===== config.mk =====
export PLATFORM = sky130hd
export DESIGN_NAME = ycbcr_block_buffer_flat
export DESIGN_NICKNAME = d
export VERILOG_FILES = /design/src/rtl/ycbcr_block_buffer_if.sv /design/src/rtl/ycbcr_block_buffer.sv /design/src/flat_wrapper.sv
export SDC_FILE = /design/constraint.sdc
export NUM_CORES = 2
export LEC_CHECK = 0
export BUFFER_PORTS_ARGS = -buffer_cell sky130_fd_sc_hd__buf_2
export CORE_MARGIN = 2
export CORE_UTILIZATION = 51
export CTS_CLUSTER_SIZE = 16
export DETAILED_ROUTE_END_ITERATION = 10
export GPL_ROUTABILITY_DRIVEN = 0
export MAX_ROUTING_LAYER = met4
export PLACE_DENSITY_LB_ADDON = 0.08
export SYNTH_ARGS = -nofsm -noshare
export SYNTH_HDL_FRONTEND = slang
export SYNTH_SLANG_ARGS = --single-unit

===== constraint.sdc =====
create_clock -name clk -period 9.5 [get_ports clk]
set_input_delay 1.9 -clock clk [delete_from_list [all_inputs] [get_ports clk]]
set_output_delay 1.9 -clock clk [all_outputs]
set_load 0.01 [all_outputs]

===== src/rtl/ycbcr_block_buffer_if.sv =====
// rtl/ycbcr_block_buffer_if.sv - pixel-in / planar-sample-out bundle for ycbcr_block_buffer
//
// Purpose
//   Groups the write-side pixel signals and the read-side sample handshake of
//   the YCbCr block buffer into one bundle.
//
// Signals
//   enable      source -> buffer   input pixel valid (no back-pressure exists)
//   data_in     source -> buffer   {Cr, Cb, Y}, block raster order
//   out_ready   sink   -> buffer   sink accepts the presented sample
//   data_out    buffer -> sink     sample (raw or level-shifted)
//   valid_out   buffer -> sink     data_out/comp_id/sample_idx/block_last valid
//   comp_id     buffer -> sink     0=Y 1=Cb 2=Cr
//   sample_idx  buffer -> sink     index within the current component
//   block_last  buffer -> sink     high with the final Cr sample of a block
//   overflow    buffer -> sink     sticky dropped-pixel flag
//
// Modports
//   master  the surroundings (converter + DCT stage)
//   slave   the buffer itself
interface ycbcr_block_buffer_if #(
    parameter int PIX_W   = 8,
    parameter int BLK_PIX = 64
);
    localparam int AW = $clog2(BLK_PIX);

    logic               enable;
    logic [3*PIX_W-1:0] data_in;
    logic               out_ready;
    logic [PIX_W-1:0]   data_out;
    logic               valid_out;
    logic [1:0]         comp_id;
    logic [AW-1:0]      sample_idx;
    logic               block_last;
    logic               overflow;

    modport master (
        output enable,
        output data_in,
        output out_ready,
        input  data_out,
        input  valid_out,
        input  comp_id,
        input  sample_idx,
        input  block_last,
        input  overflow
    );

    modport slave (
        input  enable,
        input  data_in,
        input  out_ready,
        output data_out,
        output valid_out,
        output comp_id,
        output sample_idx,
        output block_last,
        output overflow
    );
endinterface


===== src/rtl/ycbcr_block_buffer.sv =====
// rtl/ycbcr_block_buffer.sv - ping-pong 8x8 block store, packed YCbCr in, planar Y/Cb/Cr out
//
// Purpose
//   Collects BLK_PIX packed {Cr,Cb,Y} pixels of one block into one of two banks
//   and replays a full bank as three planar streams (all Y, then all Cb, then
//   all Cr) over a valid/ready handshake. The write side cannot be stalled;
//   a pixel arriving while the target bank is still full is dropped and the
//   sticky overflow flag is raised.
//
// Ports
//   clk   rising-edge clock
//   rst   asynchronous reset, active-high
//   bus   ycbcr_block_buffer_if.slave (pixel input, sample output, overflow)
//
// Configuration
//   YCBCR_LEVEL_SHIFT_EN  when defined, data_out = sample - 2^(PIX_W-1) in two's
//                         complement (MSB inverted); otherwise raw unsigned.
//
// Read-side structure
//   The FSM state plus rd_cnt form a fetch pointer: the next sample that will
//   be loaded into the output register. The register loads whenever it is
//   empty or its current sample is being transferred, so a sample is fetched
//   one cycle ahead of its transfer. After the last Cr sample has been fetched
//   the FSM parks in LAST_WAIT until that sample is actually transferred; only
//   then is the bank released, and the first Y of the other bank is fetched in
//   that same cycle when it is already full, giving back-to-back blocks.
module ycbcr_block_buffer #(
    parameter int PIX_W   = 8,
    parameter int BLK_PIX = 64
) (
    input  logic                clk,
    input  logic                rst,
    ycbcr_block_buffer_if.slave bus
);
    localparam int            AW       = $clog2(BLK_PIX);
    localparam logic [AW-1:0] LAST_IDX = AW'(BLK_PIX - 1);

    typedef enum logic [2:0] {
        IDLE,
        OUT_Y,
        OUT_CB,
        OUT_CR,
        LAST_WAIT
    } rd_state_t;

    // ------------------------------------------------------------------
    // Storage: bank select is the MSB of the address
    // ------------------------------------------------------------------
    logic [3*PIX_W-1:0] mem [2*BLK_PIX];

    // ------------------------------------------------------------------
    // Write side
    // ------------------------------------------------------------------
    logic          wr_bank;
    logic [AW-1:0] wr_cnt;
    logic [1:0]    full;
    logic          overflow_r;

    logic          wr_accept;
    logic          wr_drop;
    logic          wr_done;
    logic [1:0]    set_full;
    logic [1:0]    clr_vec;

    assign wr_accept = bus.enable & ~full[wr_bank];
    assign wr_drop   = bus.enable &  full[wr_bank];
    assign wr_done   = wr_accept & (wr_cnt == LAST_IDX);
    assign set_full  = {wr_done & wr_bank, wr_done & ~wr_bank};

    always_ff @(posedge clk) begin
        if (wr_accept) begin
            mem[{wr_bank, wr_cnt}] <= bus.data_in;
        end
    end

    always_ff @(posedge clk or posedge rst) begin
        if (rst) begin
            wr_bank    <= 1'b0;
            wr_cnt     <= '0;
            overflow_r <= 1'b0;
        end else begin
            if (wr_accept) begin
                wr_cnt <= wr_cnt + 1'b1;
                if (wr_cnt == LAST_IDX) begin
                    wr_bank <= ~wr_bank;
                end
            end
            if (wr_drop) begin
                overflow_r <= 1'b1;
            end
        end
    end

    // A bank is only cleared while full and only written while empty, so the
    // set and clear masks never hit the same bank in one cycle.
    always_ff @(posedge clk or posedge rst) begin
        if (rst) begin
            full <= 2'b00;
        end else begin
            full <= (full & ~clr_vec) | set_full;
        end
    end

    // ------------------------------------------------------------------
    // Read side
    // ------------------------------------------------------------------
    rd_state_t     state;
    rd_state_t     state_n;
    logic          rd_bank;
    logic          rd_bank_n;
    logic [AW-1:0] rd_cnt;
    logic [AW-1:0] rd_cnt_n;

    logic [PIX_W-1:0] data_r;
    logic             valid_r;
    logic             valid_n;
    logic [1:0]       comp_r;
    logic [AW-1:0]    idx_r;
    logic             last_r;

    logic             load_en;
    logic             transfer;
    logic             do_load;
    logic             clr_full;
    logic             fetch_bank;
    logic [1:0]       fetch_comp;
    logic [AW-1:0]    fetch_idx;
    logic             fetch_last;

    logic [3*PIX_W-1:0] fetch_word;
    logic [PIX_W-1:0]   sample;
    logic [PIX_W-1:0]   sample_out;

    assign load_en  = ~valid_r | bus.out_ready;
    assign transfer =  valid_r & bus.out_ready;
    assign clr_vec  = {clr_full & rd_bank, clr_full & ~rd_bank};

    always_comb begin
        state_n    = state;
        rd_cnt_n   = rd_cnt;
        rd_bank_n  = rd_bank;
        do_load    = 1'b0;
        clr_full   = 1'b0;
        fetch_bank = rd_bank;
        fetch_idx  = rd_cnt;
        fetch_comp = 2'd0;
        // An empty or just-transferred output register drops valid unless refilled.
        valid_n    = load_en ? 1'b0 : valid_r;

        case (state)
            IDLE: begin
                if (full[rd_bank]) begin
                    state_n  = OUT_Y;
                    rd_cnt_n = '0;
                end
            end

            OUT_Y, OUT_CB, OUT_CR: begin
                if (state == OUT_CB) begin
                    fetch_comp = 2'd1;
                end else if (state == OUT_CR) begin
                    fetch_comp = 2'd2;
                end
                if (load_en) begin
                    do_load  = 1'b1;
                    rd_cnt_n = rd_cnt + 1'b1;
                    if (rd_cnt == LAST_IDX) begin
                        if (state == OUT_Y) begin
                            state_n = OUT_CB;
                        end else if (state == OUT_CB) begin
                            state_n = OUT_CR;
                        end else begin
                            state_n = LAST_WAIT;
                        end
                    end
                end
            end

            LAST_WAIT: begin
                // The register holds the final Cr sample; release the bank on its transfer.
                if (transfer) begin
                    clr_full  = 1'b1;
                    rd_bank_n = ~rd_bank;
                    if (full[~rd_bank]) begin
                        do_load    = 1'b1;
                        fetch_bank = ~rd_bank;
                        fetch_idx  = '0;
                        fetch_comp = 2'd0;
                        rd_cnt_n   = AW'(1);
                        state_n    = OUT_Y;
                    end else begin
                        state_n = IDLE;
                    end
                end
            end

            default: begin
                state_n = IDLE;
            end
        endcase

        if (do_load) begin
            valid_n = 1'b1;
        end
    end

    assign fetch_word = mem[{fetch_bank, fetch_idx}];
    assign fetch_last = (fetch_comp == 2'd2) && (fetch_idx == LAST_IDX);

    always_comb begin
        case (fetch_comp)
            2'd1:    sample = fetch_word[2*PIX_W-1:PIX_W];
            2'd2:    sample = fetch_word[3*PIX_W-1:2*PIX_W];
            default: sample = fetch_word[PIX_W-1:0];
        endcase
    end

`ifdef YCBCR_LEVEL_SHIFT_EN
    // Subtracting 2^(PIX_W-1) from an unsigned sample is an MSB inversion.
    assign sample_out = {~sample[PIX_W-1], sample[PIX_W-2:0]};
`else
    assign sample_out = sample;
`endif

    always_ff @(posedge clk or posedge rst) begin
        if (rst) begin
            state   <= IDLE;
            rd_bank <= 1'b0;
            rd_cnt  <= '0;
            data_r  <= '0;
            valid_r <= 1'b0;
            comp_r  <= 2'd0;
            idx_r   <= '0;
            last_r  <= 1'b0;
        end else begin
            state   <= state_n;
            rd_bank <= rd_bank_n;
            rd_cnt  <= rd_cnt_n;
            valid_r <= valid_n;
            if (do_load) begin
                data_r <= sample_out;
                comp_r <= fetch_comp;
                idx_r  <= fetch_idx;
                last_r <= fetch_last;
            end else if (load_en) begin
                last_r <= 1'b0;
            end
        end
    end

    assign bus.data_out   = data_r;
    assign bus.valid_out  = valid_r;
    assign bus.comp_id    = comp_r;
    assign bus.sample_idx = idx_r;
    assign bus.block_last = last_r;
    assign bus.overflow   = overflow_r;
endmodule


===== src/flat_wrapper.sv =====
// flat-port wrapper written by rule: the top's interface ports become plain ports
module ycbcr_block_buffer_flat 
#(
    parameter int PIX_W   = 8,
    parameter int BLK_PIX = 64
)
  (clk, rst, bus_enable, bus_data_in, bus_out_ready, bus_data_out, bus_valid_out, bus_comp_id, bus_sample_idx, bus_block_last, bus_overflow);
  ycbcr_block_buffer_if #(.PIX_W(PIX_W), .BLK_PIX(BLK_PIX)) bus_i ();
  input  logic clk;
  input  logic rst;
  input wire logic [$bits(bus_i.enable)-1:0] bus_enable;
  input wire logic [$bits(bus_i.data_in)-1:0] bus_data_in;
  input wire logic [$bits(bus_i.out_ready)-1:0] bus_out_ready;
  output wire logic [$bits(bus_i.data_out)-1:0] bus_data_out;
  output wire logic [$bits(bus_i.valid_out)-1:0] bus_valid_out;
  output wire logic [$bits(bus_i.comp_id)-1:0] bus_comp_id;
  output wire logic [$bits(bus_i.sample_idx)-1:0] bus_sample_idx;
  output wire logic [$bits(bus_i.block_last)-1:0] bus_block_last;
  output wire logic [$bits(bus_i.overflow)-1:0] bus_overflow;
  assign bus_i.enable = bus_enable;
  assign bus_i.data_in = bus_data_in;
  assign bus_i.out_ready = bus_out_ready;
  assign bus_data_out = bus_i.data_out;
  assign bus_valid_out = bus_i.valid_out;
  assign bus_comp_id = bus_i.comp_id;
  assign bus_sample_idx = bus_i.sample_idx;
  assign bus_block_last = bus_i.block_last;
  assign bus_overflow = bus_i.overflow;
  ycbcr_block_buffer #(.PIX_W(PIX_W), .BLK_PIX(BLK_PIX)) u_core (.clk(clk), .rst(rst), .bus(bus_i));
endmodule

==> run metrics <==
IO Pins=47; peak supply drop=0.210 mV; placed cell area=between 100,000 and 150,000 um2; Starting Density=51.2%; crit start category=flip-flop; Worst-Skew Late Latency=1.02 ns; Final Power=0.0367 W; DIE AREA=approximately 250,000 um2; Worst Max-Slew Pin Slew=1.61 ns; arrival time worst endpoint=6.71 ns; worst-path maximum fanout=26; vias in the first global route=around 75,000; Final setup viols=0; Crit. End Element=flip-flop; post-synthesis average cell area=about 17 um2; GRT Residual Overflow=0; FILL cells=between 15,000 and 20,000; Hold Worst Slack=approximately 0.49 ns; outcome=complete, but fails checks; Mapped Nets=7,507; max-slew violation count=3; total CTS buffers=around 340; first-pass GRT wire length=roughly 680,000 um; drt via density=7.39; dpl hpwl=302,000 um; FFs w/ async S/R, synth=~1.2%; Die Width=498 um; Final min period=5.85 ns; clk sinks=a little over 3,000; Die Ht=498 um; type of the most critical hold path=reg2reg; register area share after synthesis=75.0%; share of post-route cells with drive strength above 1=17.8%; synthesized area=about 120,000 um2; routed len/inst=around 46 um; htree depth=5; hold path depth=1; Crit Path Class=reg2reg; core area=243,000 um2; Area Overhead vs Synth=13.0%; root buffer cell=clkbuf_16; CTS-repair resized insts=0; final instance area=between 100,000 and 150,000 um2; Peak Freq=0.171 GHz; buffers added on ports=46; Max-Cap Viols=2; Netlist cell types=93; Seq cells post-synth=3,110; worst path required time=10.37 ns; routed via count=83,100; initial antenna violation count=65; antenna-violating nets left=0; Slew Limit Headroom=-7.75%; Top FF cell, synth=edfxtp_1; final period utilization=61.6%; Static Leak=44.2 nW; clk buf depth=4; Setup TNS=0 ns; largest net degree at the start of global routing=between 100 and 150; Post-CTS Hold Buffers=0; Nets=7,748; Site Rows=~180; setup bufs post-CTS=0; warning count from the yosys run=0; PwrDens=between 200 and 300 nW/um2; R2R depth=11; unrepaired setup endpoints after global routing=false; clock-pin slew on the worst setup and hold paths=0.06 ns; gate count of the mapped netlist=7,477; DR iter-0 viols=16,900; iteration count of the initial detailed-routing pass=10; DRC=0; Core Util, Final=57.8%; number of synthesized flops with an enable pin=about 3,000; worst clock skew=about 0.070 ns; Total Routing Usage GR=41.8%; Final Hold Viols=0; clock tree from TritonCTS=built; WL final=roughly 510,000 um; failing checks=max-capacitance violations, max-slew violations
[final timing paths]
kind,start,endpoint,slack [ns]
min in group asynchronous,rst,u_core.bus.overflow$_DFFE_PP0P_,1.08
min,u_core.bus.overflow$_DFFE_PP0P_,u_core.bus.overflow$_DFFE_PP0P_,0.49
max in group asynchronous,rst,u_core.rd_cnt[0]$_DFFE_PP0P_,7.70
min reg2reg,u_core.bus.overflow$_DFFE_PP0P_,u_core.bus.overflow$_DFFE_PP0P_,0.49
max reg2reg,u_core.rd_bank$_DFFE_PP0P_,u_core.bus.data_out[1]$_DFFE_PP0P_,3.65
max,u_core.rd_bank$_DFFE_PP0P_,u_core.bus.data_out[1]$_DFFE_PP0P_,3.65
[cell usage after synthesis (all sizes together), types with 48 or more instances]
master  count  area [um2]
a21oi     368        1840
nand3      87         440
o221ai     63         552
clkbuf    182         683
mux2i     592        5940
a211oi    107         803
inv        48         180
a22oi      87         653
nor2      358        1350
edfxtp   3072       92200
o22ai     179        1120
a31oi     112         744
nand2b     52         325
mux2      177        2000
nand2     319        1200
a221oi    148        1300
o211ai     63         473
o31ai      50         556
buf       351        1890
o21ai     290        1450
nor3       73         382
mux4      127        2860
[cells in the final DEF (no fill, tap or decap), types with 42 or more instances in the layout]
cell / synthesis / routed
nor2_1: 357 / 223
a221oi_1: 148 / 148
buf_4: 53 / 384
inv_1: 48 / 46
mux4_2: 127 / 127
mux2i_1: 591 / 591
a211oi_1: 107 / 107
clkinv_1: 3 / 74
clkbuf_1: 182 / 65
o21ai_0: 290 / 288
diode_2: 0 / 86
a21oi_1: 368 / 368
clkbuf_16: 0 / 339
nand2b_1: 52 / 50
nand2_1: 318 / 316
a22oi_1: 87 / 87
mux2_2: 176 / 176
o211ai_1: 63 / 63
edfxtp_1: 3072 / 3072
nor2_2: 1 / 128
nor3_1: 71 / 69
a31oi_1: 105 / 89
nor2b_1: 47 / 42
clkinv_2: 0 / 67
o22ai_1: 179 / 179
o221ai_1: 63 / 63
nand3_1: 86 / 86
[registers in the layout, indices dropped and copies added, names as in the netlist]
register               flops
u_core.bus.block_last      1
u_core.rd_cnt              6
u_core.mem              3072
u_core.bus.overflow        1
u_core.wr_bank             1
u_core.bus.data_out        8
u_core.bus.sample_idx      6
u_core.rd_bank             1
u_core.bus.comp_id         2
u_core.bus.valid_out       1
u_core.full                2
u_core.state               3
u_core.wr_cnt              6
[routing by layer]
metal | track usage (%) | vias to the layer above | part of all wire (%)
met5 | - | - | 0
met2 | 56.5 | 8135 | 42
met1 | 53.8 | 42200 | 35
met3 | 15.6 | 1857 | 16
met4 | 25.1 | 0 | 7.4
li1 | - | 30900 | -
[per-stage QoR]
step                      instances  setup WS (ns)
after detailed placement      10600           3.14
after global placement        10600           2.40
final                         11200           3.65
after floorplan                7477           5.06
after CTS                     11200           4.11
after global routing          11200           3.91
[power by group]
group | total, W | leakage [nW] | switching (W) | internal (W)
combinational | 0.00874 | 11.1 | 0.00636 | 0.00239
sequential | 0.0156 | 28.1 | 0.000222 | 0.0154
clock | 0.0124 | 4.98 | 0.00538 | 0.00701
total | 0.0367 | 44.2 | 0.0120 | 0.0248
[area by class of cell]
class	instances	area [um2]	share of cell area, %
Clock inverter	173	1320	0.941
Multi-Input combinational cell	3783	29100	20.8
Clock buffer	408	8780	6.25
Tap cell	3202	4010	2.85
Inverter	51	199	0.142
Antenna cell	86	215	0.153
Timing Repair Buffer	436	3550	2.53
Sequential cell	3110	93200	66.4
[critical path, stage by stage, from the launching register on]
cell and delay, ns:
dfrtp_1 0.65, mux2_4 0.60, buf_4 0.63, buf_4 0.61, a31o_2 0.27, buf_4 0.47, a2111oi_0 0.16, or4_1 0.74
a221oi_1 1.01, buf_4 0.26, nor4_2 0.06, o211ai_1 0.20
[logic make-up (layout without fill, tap and decap cells)]
| group | Yosys count | in the layout | synth area share (%) |
|---|---|---|---|
| AND/OR/NAND/NOR | 1084 | 1084 | 4.01 |
| multiplexers | 896 | 896 | 8.69 |
| other | 0 | 86 | 0 |
| buffers and inverters | 584 | 1068 | 2.22 |
| adder cells (fa/ha/maj) | 2 | 2 | 0.0201 |
| AO/OA/AOI/OAI | 1794 | 1794 | 10.0 |
| flip-flops | 3110 | 3110 | 75.0 |
| XOR/XNOR | 7 | 7 | 0.0493 |
Note: power is estimated with default switching activity, not from simulation.
